[src/rtl/tlb_lookup_resp_pkg.sv]
// Shared CPU TLB definitions: entry layout, default size, field widths and the
// VPN2/ASID match rule used by every TLB search port.
`timescale 1ns/1ps
package tlb_lookup_resp_pkg;

    localparam int unsigned TLBNUM_DEFAULT = 16;
    localparam int unsigned VPN2_W         = 19;
    localparam int unsigned ASID_W         = 8;
    localparam int unsigned PFN_W          = 20;

    typedef struct packed {
        logic [VPN2_W-1:0] vpn2;
        logic [ASID_W-1:0] asid;
        logic              g;
        logic [PFN_W-1:0]  pfn0;
        logic [2:0]        c0;
        logic              d0;
        logic              v0;
        logic [PFN_W-1:0]  pfn1;
        logic [2:0]        c1;
        logic              d1;
        logic              v1;
    } TLB_Entry;

    // Global entries ignore the ASID; the valid bits play no part in matching.
    function automatic logic entry_match(input TLB_Entry e,
                                         input logic [VPN2_W-1:0] vpn2,
                                         input logic [ASID_W-1:0] asid);
        return (e.vpn2 == vpn2) && (e.g || (e.asid == asid));
    endfunction

endpackage

[src/rtl/tlb_lookup_resp_match.sv]
// tlb_match: combinational search of the entry array; the lowest matching
// index wins.
`timescale 1ns/1ps
module tlb_match
    import tlb_lookup_resp_pkg::*;
#(
    parameter int unsigned TLBNUM = TLBNUM_DEFAULT,
    parameter int unsigned IDX_W  = $clog2(TLBNUM)
) (
    input  logic [VPN2_W-1:0] vpn2,
    input  logic [ASID_W-1:0] asid,
    input  TLB_Entry          entries [TLBNUM],
    output logic              found,
    output logic [IDX_W-1:0]  index
);

    logic unused_fields;

    // Priority encoder: the first hit in ascending order is kept.
    always_comb begin
        found = 1'b0;
        index = '0;
        for (int unsigned i = 0; i < TLBNUM; i++) begin
            if (!found && entry_match(entries[i], vpn2, asid)) begin
                found = 1'b1;
                index = IDX_W'(i);
            end
        end
    end

    // Page-frame fields are carried through the array but not searched.
    always_comb begin
        unused_fields = 1'b0;
        for (int unsigned i = 0; i < TLBNUM; i++) begin
            unused_fields = unused_fields ^ (^entries[i]);
        end
    end

endmodule

[src/rtl/tlb_lookup_resp.sv]
// tlb_lookup_resp: TLB entry store with registered lookup, probe and read
// ports, TLBWI/TLBWR writes and a change-notify pulse.
// Build option: define TLB_RANDOM_EN to enable the Random counter and make
// wr_random target entry[cp0_random]; otherwise wr_random acts like we.
`timescale 1ns/1ps
module tlb_lookup_resp
    import tlb_lookup_resp_pkg::*;
#(
    parameter int unsigned TLBNUM = TLBNUM_DEFAULT,
    parameter int unsigned IDX_W  = $clog2(TLBNUM)
) (
    input  logic              clk,
    input  logic              rst,
    input  logic              s1_req,
    input  logic [VPN2_W-1:0] s1_vpn2,
    input  logic [ASID_W-1:0] s1_asid,
    output logic              s1_resp_valid,
    output logic              s1_found,
    output logic [IDX_W-1:0]  s1_index,
    output TLB_Entry          s1_entry,
    input  logic              we,
    input  logic              wr_random,
    input  logic [IDX_W-1:0]  w_index,
    input  TLB_Entry          w_entry,
    input  logic              r_req,
    input  logic [IDX_W-1:0]  r_index,
    output logic              r_valid,
    output TLB_Entry          r_entry,
    input  logic              p_req,
    input  logic [VPN2_W-1:0] p_vpn2,
    input  logic [ASID_W-1:0] p_asid,
    output logic              p_valid,
    output logic              p_found,
    output logic [IDX_W-1:0]  p_index,
    input  logic [IDX_W-1:0]  cp0_wired,
    output logic [IDX_W-1:0]  cp0_random,
    output logic              tlb_changed
);

    localparam logic [IDX_W-1:0] LAST = IDX_W'(TLBNUM - 1);

    TLB_Entry         entries [TLBNUM];
    logic             wr_en;
    logic [IDX_W-1:0] wr_idx;
    logic             s1_hit;
    logic [IDX_W-1:0] s1_hit_idx;
    logic             p_hit;
    logic [IDX_W-1:0] p_hit_idx;

    assign wr_en = we | wr_random;

`ifdef TLB_RANDOM_EN
    logic [IDX_W-1:0] random_q;

    // Random counts down to Wired then wraps; an out-of-range Wired pins it high.
    always_ff @(posedge clk) begin
        if (rst) begin
            random_q <= LAST;
        end else if ((cp0_wired >= LAST) || (random_q <= cp0_wired)) begin
            random_q <= LAST;
        end else begin
            random_q <= random_q - IDX_W'(1);
        end
    end

    assign cp0_random = random_q;
    assign wr_idx     = we ? w_index : random_q;
`else
    logic unused_wired;

    assign cp0_random   = LAST;
    assign wr_idx       = w_index;
    assign unused_wired = ^cp0_wired;
`endif

    // Entry store; searches in the write cycle see the pre-write contents.
    always_ff @(posedge clk) begin
        if (rst) begin
            for (int unsigned i = 0; i < TLBNUM; i++) begin
                entries[i] <= '0;
            end
        end else if (wr_en) begin
            entries[wr_idx] <= w_entry;
        end
    end

    tlb_match #(.TLBNUM(TLBNUM), .IDX_W(IDX_W)) u_lookup_match (
        .vpn2    (s1_vpn2),
        .asid    (s1_asid),
        .entries (entries),
        .found   (s1_hit),
        .index   (s1_hit_idx)
    );

    tlb_match #(.TLBNUM(TLBNUM), .IDX_W(IDX_W)) u_probe_match (
        .vpn2    (p_vpn2),
        .asid    (p_asid),
        .entries (entries),
        .found   (p_hit),
        .index   (p_hit_idx)
    );

    // Lookup response: captured on request, held until the next request.
    always_ff @(posedge clk) begin
        if (rst) begin
            s1_resp_valid <= 1'b0;
            s1_found      <= 1'b0;
            s1_index      <= '0;
            s1_entry      <= '0;
        end else begin
            s1_resp_valid <= s1_req;
            if (s1_req) begin
                s1_found <= s1_hit;
                s1_index <= s1_hit_idx;
                s1_entry <= s1_hit ? entries[s1_hit_idx] : '0;
            end
        end
    end

    // Probe result: captured on request, held until the next request.
    always_ff @(posedge clk) begin
        if (rst) begin
            p_valid <= 1'b0;
            p_found <= 1'b0;
            p_index <= '0;
        end else begin
            p_valid <= p_req;
            if (p_req) begin
                p_found <= p_hit;
                p_index <= p_hit_idx;
            end
        end
    end

    // Indexed read (TLBR) and the one-cycle change notification.
    always_ff @(posedge clk) begin
        if (rst) begin
            r_valid     <= 1'b0;
            r_entry     <= '0;
            tlb_changed <= 1'b0;
        end else begin
            r_valid     <= r_req;
            tlb_changed <= wr_en;
            if (r_req) begin
                r_entry <= entries[r_index];
            end
        end
    end

endmodule

[config.mk]
export PLATFORM = sky130hd
export DESIGN_NAME = tlb_lookup_resp
export DESIGN_NICKNAME = d
export VERILOG_FILES = /design/src/rtl/tlb_lookup_resp_pkg.sv /design/src/rtl/tlb_lookup_resp_match.sv /design/src/rtl/tlb_lookup_resp.sv
export SDC_FILE = /design/constraint.sdc
export NUM_CORES = 2
export LEC_CHECK = 0
export ABC_AREA = 0
export BUFFER_PORTS_ARGS = -buffer_cell sky130_fd_sc_hd__buf_2
export CAP_MARGIN = 20
export CORE_ASPECT_RATIO = 1.1
export CORE_MARGIN = 4
export CORE_UTILIZATION = 51
export DETAILED_ROUTE_END_ITERATION = 8
export PLACE_DENSITY_LB_ADDON = 0.2
export RECOVER_POWER = 50
export SYNTH_ARGS = -nofsm -noshare
export SYNTH_HDL_FRONTEND = slang
export SYNTH_SLANG_ARGS = --single-unit
[constraint.sdc]
create_clock -name clk -period 3 [get_ports clk]
set_input_delay 0.15 -clock clk [delete_from_list [all_inputs] [get_ports clk]]
set_output_delay 0.15 -clock clk [all_outputs]
set_load 0.01 [all_outputs]
# Word level (Yosys, flattened, before mapping)
# Index checks and enable logic that the tools add are counted.
# classes
reduce_logical,125
bitwise,4
mux,72
magnitude_cmp,4
n_eq_ne,64
# ops
operator,count
bitwise mux 1248 bit,1
binary-select mux 78 bit (select 4 bit),2
equality test 19 bit,32
2-to-1 mux 78 bit,6
demux 78 bit (select 4 bit),1
equality test 8 bit,32
2-to-1 mux 4 bit,16
logical AND 1 bit,63
2-to-1 mux 1 bit,34
logical OR 1 bit,32
zero test 1 bit,30
2-to-1 mux 3 bit,8
"greater-or-equal comparator 5 bit, second input constant",3
inverter 4 -> 5 bit,3
2-to-1 mux 2 bit,4
"less-than comparator 5 x 1 -> 1 bit, second input constant",1
OR 1 bit,1
# totals
regBits,1418
in_bits,151
output_inout_bits,174

# Depth between registers and ports, before layout
# logic_depth
word_depth,54
depth_mapped,16

# By module
# A second synthesis with hierarchy kept.
# unflattened
hier_cells,9475
area_unflattened_um2,78761.8
# modules_own_cells
module,seq_area_each_um2,area_per_inst_um2,cells_per_inst,instances
tlb_lookup_resp,28387.2,67811.3,8125,1
tlb_match,0.0,5475.3,675,2

# Worst setup path before layout
# No wires, ideal clock.
# synth_timing
path_kind,register to register
from,"register, netlist name entries[759]"
to,register s1_entry[54] in the netlist's numbering
t_arrival_ps,2766
period_less_slack_ps,2886
t_required_ps,2880
setup_ps,120
stages_incl_launch_ff,15
setup_slack_ps,114
path_cell_list,dfxtp_1 > xor2_1 > nor4_1 > a21oi_1 > or3_1 > a21o_1 > a32oi_1 > o21a_1 > buf_4 > buf_6 > buf_2 > mux2i_1 > nand2_1 > a32oi_1 > o21ai_1
# synth_between
elab_chain_len,37
# synth_rtl
item,line_no,text
equality test 8 bit (*),tlb_lookup_resp_pkg.sv:29,return (e.vpn2 == vpn2) && (e.g || (e.asid == asid));
logical OR 1 bit (*),tlb_lookup_resp_pkg.sv:29,
logical AND 1 bit (*),tlb_lookup_resp_pkg.sv:29,
logical AND 1 bit (*),tlb_lookup_resp_match.sv:24,"if (!found && entry_match(entries[i], vpn2, asid)) begin"
2-to-1 mux 1 bit,tlb_lookup_resp_match.sv:24,
zero test 1 bit,tlb_lookup_resp_match.sv:24,
logical AND 1 bit,tlb_lookup_resp_match.sv:24,
2-to-1 mux 1 bit,tlb_lookup_resp_match.sv:24,
[20 not listed],-,
2-to-1 mux 1 bit,tlb_lookup_resp_match.sv:24,
zero test 1 bit,tlb_lookup_resp_match.sv:24,
logical AND 1 bit,tlb_lookup_resp_match.sv:24,
2-to-1 mux 4 bit,tlb_lookup_resp_match.sv:24,
inverter 4 -> 5 bit (implied by the code),tlb_lookup_resp.sv:115,s1_entry <= s1_hit ? entries[s1_hit_idx] : '0;
binary-select mux 78 bit (select 4 bit),tlb_lookup_resp.sv:115,
2-to-1 mux 78 bit (implied by the code) (2 in a row),tlb_lookup_resp.sv:115,
2-to-1 mux 78 bit (*),tlb_lookup_resp.sv:115,
end signal: assignment,tlb_lookup_resp.sv:115,
end: declaration,tlb_lookup_resp.sv:20,"output TLB_Entry s1_entry,"
# Every way passes the cells marked *; elsewhere a longest branch is shown, timed or not. The select of a mux whose other input is x is not followed.
# A chain may end at the register's enable or synchronous reset.

# Worst setup path in the final report
# layout_timing
from,"register, netlist name entries[218]"
to,register s1_entry[34] in the netlist's numbering
# layout_between
elab_chain_len,15
# layout_rtl
item,line_no
equality test 19 bit (*),tlb_lookup_resp_pkg.sv:29
logical AND 1 bit (*),tlb_lookup_resp_pkg.sv:29
logical AND 1 bit (*),tlb_lookup_resp_match.sv:24
2-to-1 mux 1 bit,tlb_lookup_resp_match.sv:24
zero test 1 bit,tlb_lookup_resp_match.sv:24
logical AND 1 bit,tlb_lookup_resp_match.sv:24
2-to-1 mux 1 bit,tlb_lookup_resp_match.sv:24
zero test 1 bit,tlb_lookup_resp_match.sv:24
logical AND 1 bit,tlb_lookup_resp_match.sv:24
2-to-1 mux 4 bit,tlb_lookup_resp_match.sv:24
inverter 4 -> 5 bit (implied by the code),tlb_lookup_resp.sv:115
binary-select mux 78 bit (select 4 bit),tlb_lookup_resp.sv:115
2-to-1 mux 78 bit (implied by the code) (2 in a row),tlb_lookup_resp.sv:115
2-to-1 mux 78 bit (*),tlb_lookup_resp.sv:115
# Marked as above.

==> flow_summary.json <==
{
  "drcViolationCount": 0,
  "grt_first_pass_wirelength_um": 580000,
  "grt_pass1_vias": 78600,
  "finalCritPeriodShare_pct": 131,
  "hold_viol_final": 0,
  "grt_max_degree": 227,
  "finalMaxSlewViolations": 1333,
  "seqCellArea_um2": 28400,
  "num_vias": 82900,
  "max-slew-margin-rel_pct": -30.4,
  "grt_use_total_pct": 50.2,
  "place_area_um2": 91100,
  "htreeDepth": 4,
  "fin_ws_ns": -0.941,
  "wl_per_cell_um": 33.5,
  "ys_ff_latch": 1418,
  "grt-ovfl-total": 0,
  "io_buffers": 316,
  "syn-instance-count": 9368,
  "drt_iter0_drc": 12400,
  "irDropWorstVdd_mv": 0.477,
  "startpoint_type": "register",
  "yosysMostFrequentCell": "nand2_1",
  "routed_wl_um": 421000,
  "finalPower_uw": 45600,
  "clock_latency_ns": 0.86,
  "dr.pass1.iters": 8,
  "path_max_fanout": 8,
  "hpwl_um": 271000,
  "fin_area_um2": 102000,
  "p_leak_uw": 0.0430,
  "yosys.area.top_type": "dfxtp_1",
  "synth_area_leaders": "dfxtp_1, nand2_1, mux4_2",
  "synthArstFlopShare_pct": 0,
  "cts_tree": "yes",
  "syn_avg_cell_area_um2": 8.41,
  "worst-setup-path-type": "reg -> reg",
  "ys_seq_area_share_pct": 36.0,
  "finClkSkew_ns": 0.0478,
  "dieHeight_um": 420,
  "ios": 325,
  "worst_pin_slew_ns": 1.96,
  "fill_cells": 13000,
  "crit_arrival_ns": 4.68,
  "cts_root_buf": "clkbuf_16",
  "clockBufferDepth": 3,
  "cp.required_ns": 3.74,
  "end_kind": "register",
  "netlist.area_leader.share_pct": 36.0,
  "synth-edff-count": 0,
  "power_density_nw_per_um2": 449,
  "core.rowCount": 151,
  "holdWs_ns": 0.00223,
  "multi_input_area_um2": 48200,
  "finalSetupViolCount": 193,
  "synthesis.area_um2": 78800,
  "viasPerCell": 6.58,
  "max_freq_mhz": 254,
  "dieArea_um2": 161000,
  "synth_warnings": 0,
  "antenna_found_initial": 31,
  "min_path_type": "in -> reg",
  "cts.clk_slew.worst_paths_ns": 0.06,
  "ys_top_cells_by_count": "nand2_1, dfxtp_1, a21oi_1, xor2_1, mux2i_1",
  "fin_nets": 10500,
  "dieWidth_um": 383,
  "synthToLayoutAreaGrowth_pct": 28.8,
  "final_util_pct": 66.0,
  "period_needed_ns": 3.94,
  "core_um2": 154000,
  "ys_types": 54,
  "initial_core_util_pct": 51.3,
  "antenna_left": 0,
  "violations": "max-capacitance violations, max-slew violations, negative setup slack",
  "rsz0062_at_grt": "true",
  "status": "complete, but fails checks",
  "cts-buffers-inserted": 155,
  "gp_congestion": 1.12,
  "cap_viol_max_count": 11,
  "post_route_cells_drive_above_1_share_pct": 23.6,
  "cts_sinks": 1418,
  "synth-main-ff-cell": "dfxtp_1"
}
[state kept, by name, indices dropped and copies added (netlist names)]
name	cells
entries	1248
r_entry	78
s1_entry	78
p_index	4
s1_index	4
p_found	1
p_valid	1
r_valid	1
s1_found	1
s1_resp_valid	1
tlb_changed	1
[cell families (layout without fill, tap and decap cells)]
logic type | after synthesis | in the layout | share of synthesized area, %
buffers and inverters | 966 | 2109 | 5.39
multiplexers | 1096 | 1096 | 20.1
XOR/XNOR | 864 | 864 | 9.60
AO/OA/AOI/OAI | 1766 | 1766 | 12.4
other | 1 | 24 | 0.00476
AND/OR/NAND/NOR | 3257 | 3257 | 16.5
flip-flops | 1418 | 1418 | 36.0
[layout make-up]
type / instances / share of cell area, %
well taps: 2065 / 2.55
repair buffers: 1832 / 16.7
flip-flops and latches: 1418 / 28.0
multi-input cells: 6987 / 47.5
inverters: 4 / 0.0148
clock inverters: 47 / 0.823
diodes: 20 / 0.0493
clock buffers: 226 / 4.42
[power by group]
| group | internal [uW] | total, uW | switching (uW) |
|---|---|---|---|
| Combinational | 1960 | 5670 | 3710 |
| Sequential | 19100 | 19400 | 250 |
| Clock | 11700 | 20500 | 8780 |
[stage by stage]
step | cells | setup slack (ns) | setup TNS (ns)
after floorplan | 9371 | 0.114 | 0
after global placement | 12100 | -1.39 | -104.94
after detailed placement | 12100 | -1.17 | -88.38
after CTS | 12600 | -0.694 | -49.69
after global routing | 12600 | -1.08 | -96.81
final | 12600 | -0.941 | -64.19
[critical path, stage by stage (launching register included)]
cell and delay, ns:
dfxtp_4 0.36, xor2_4 0.20, nor4_4 0.30, buf_6 0.19, nand4_1 0.44, nor3_1 0.32, buf_4 0.16, o21bai_4 0.11
a32oi_2 0.13, o21a_4 0.25, buf_12 0.16, buf_16 0.16, buf_12 0.14, buf_12 0.13, buf_16 0.15, mux2i_2 0.21
o221ai_2 0.14, o21ai_1 0.17, a21oi_1 0.08
[per-layer routing]
metal	track usage (%)	wire length (um)	share of wire [%]
met3	15.2	58300	14
met1	63.8	152000	36
met5	0	101	0.024
met2	71.6	172000	41
met4	38.1	39800	9.4
[placed cells by master (no fill, tap or decap), types with 20 or more instances in the layout]
master         instances
buf_16                46
diode_2               20
dfxtp_1             1393
nor4_1               141
clkbuf_8              35
buf_2                146
xnor2_1               96
a21oi_1             1299
nor3_1                23
clkbuf_1             204
a31oi_1               66
nand3_1               32
xor2_2                29
buf_12               186
clkbuf_16            168
o21ai_1              117
nand2_1             2768
mux2i_2               22
nand4_1               30
buf_4               1087
mux4_2               390
o221ai_2              25
buf_6                 54
nor4_4                21
o22ai_1               61
xor2_1               730
dlygate4sd3_1         84
a32oi_1               21
buf_8                 26
nor4_2                34
mux2i_1              671
nor2_1               115
o221ai_1             120
[path summary, 6_finish.rpt]
path	from	end	slack, ns	cells after the start
setup reg to reg	entries[218]$_SDFFE_PP0P_	s1_entry[34]$_SDFFE_PP0P_	-0.94	18
setup / recovery	entries[218]$_SDFFE_PP0P_	s1_entry[34]$_SDFFE_PP0P_	-0.94	18
hold reg to reg	entries[964]$_SDFFE_PP0P_	entries[964]$_SDFFE_PP0P_	0.47	2
hold / removal	r_req	r_entry[20]$_SDFFE_PP0P_	0.002	4
[timing repair]
| item | CTS | global route |
|---|---|---|
| gates cloned | 44 | 14 |
| hold endpoints to repair | 1263 | 0 |
| resized for setup | 307 | 229 |
| pin swaps | 76 | 173 |
| buffers inserted | 69 | 42 |
| setup endpoints to repair | 88 | 87 |
| hold buffers | 84 | 0 |
No activity file was read; power rests on OpenSTA's default activity.
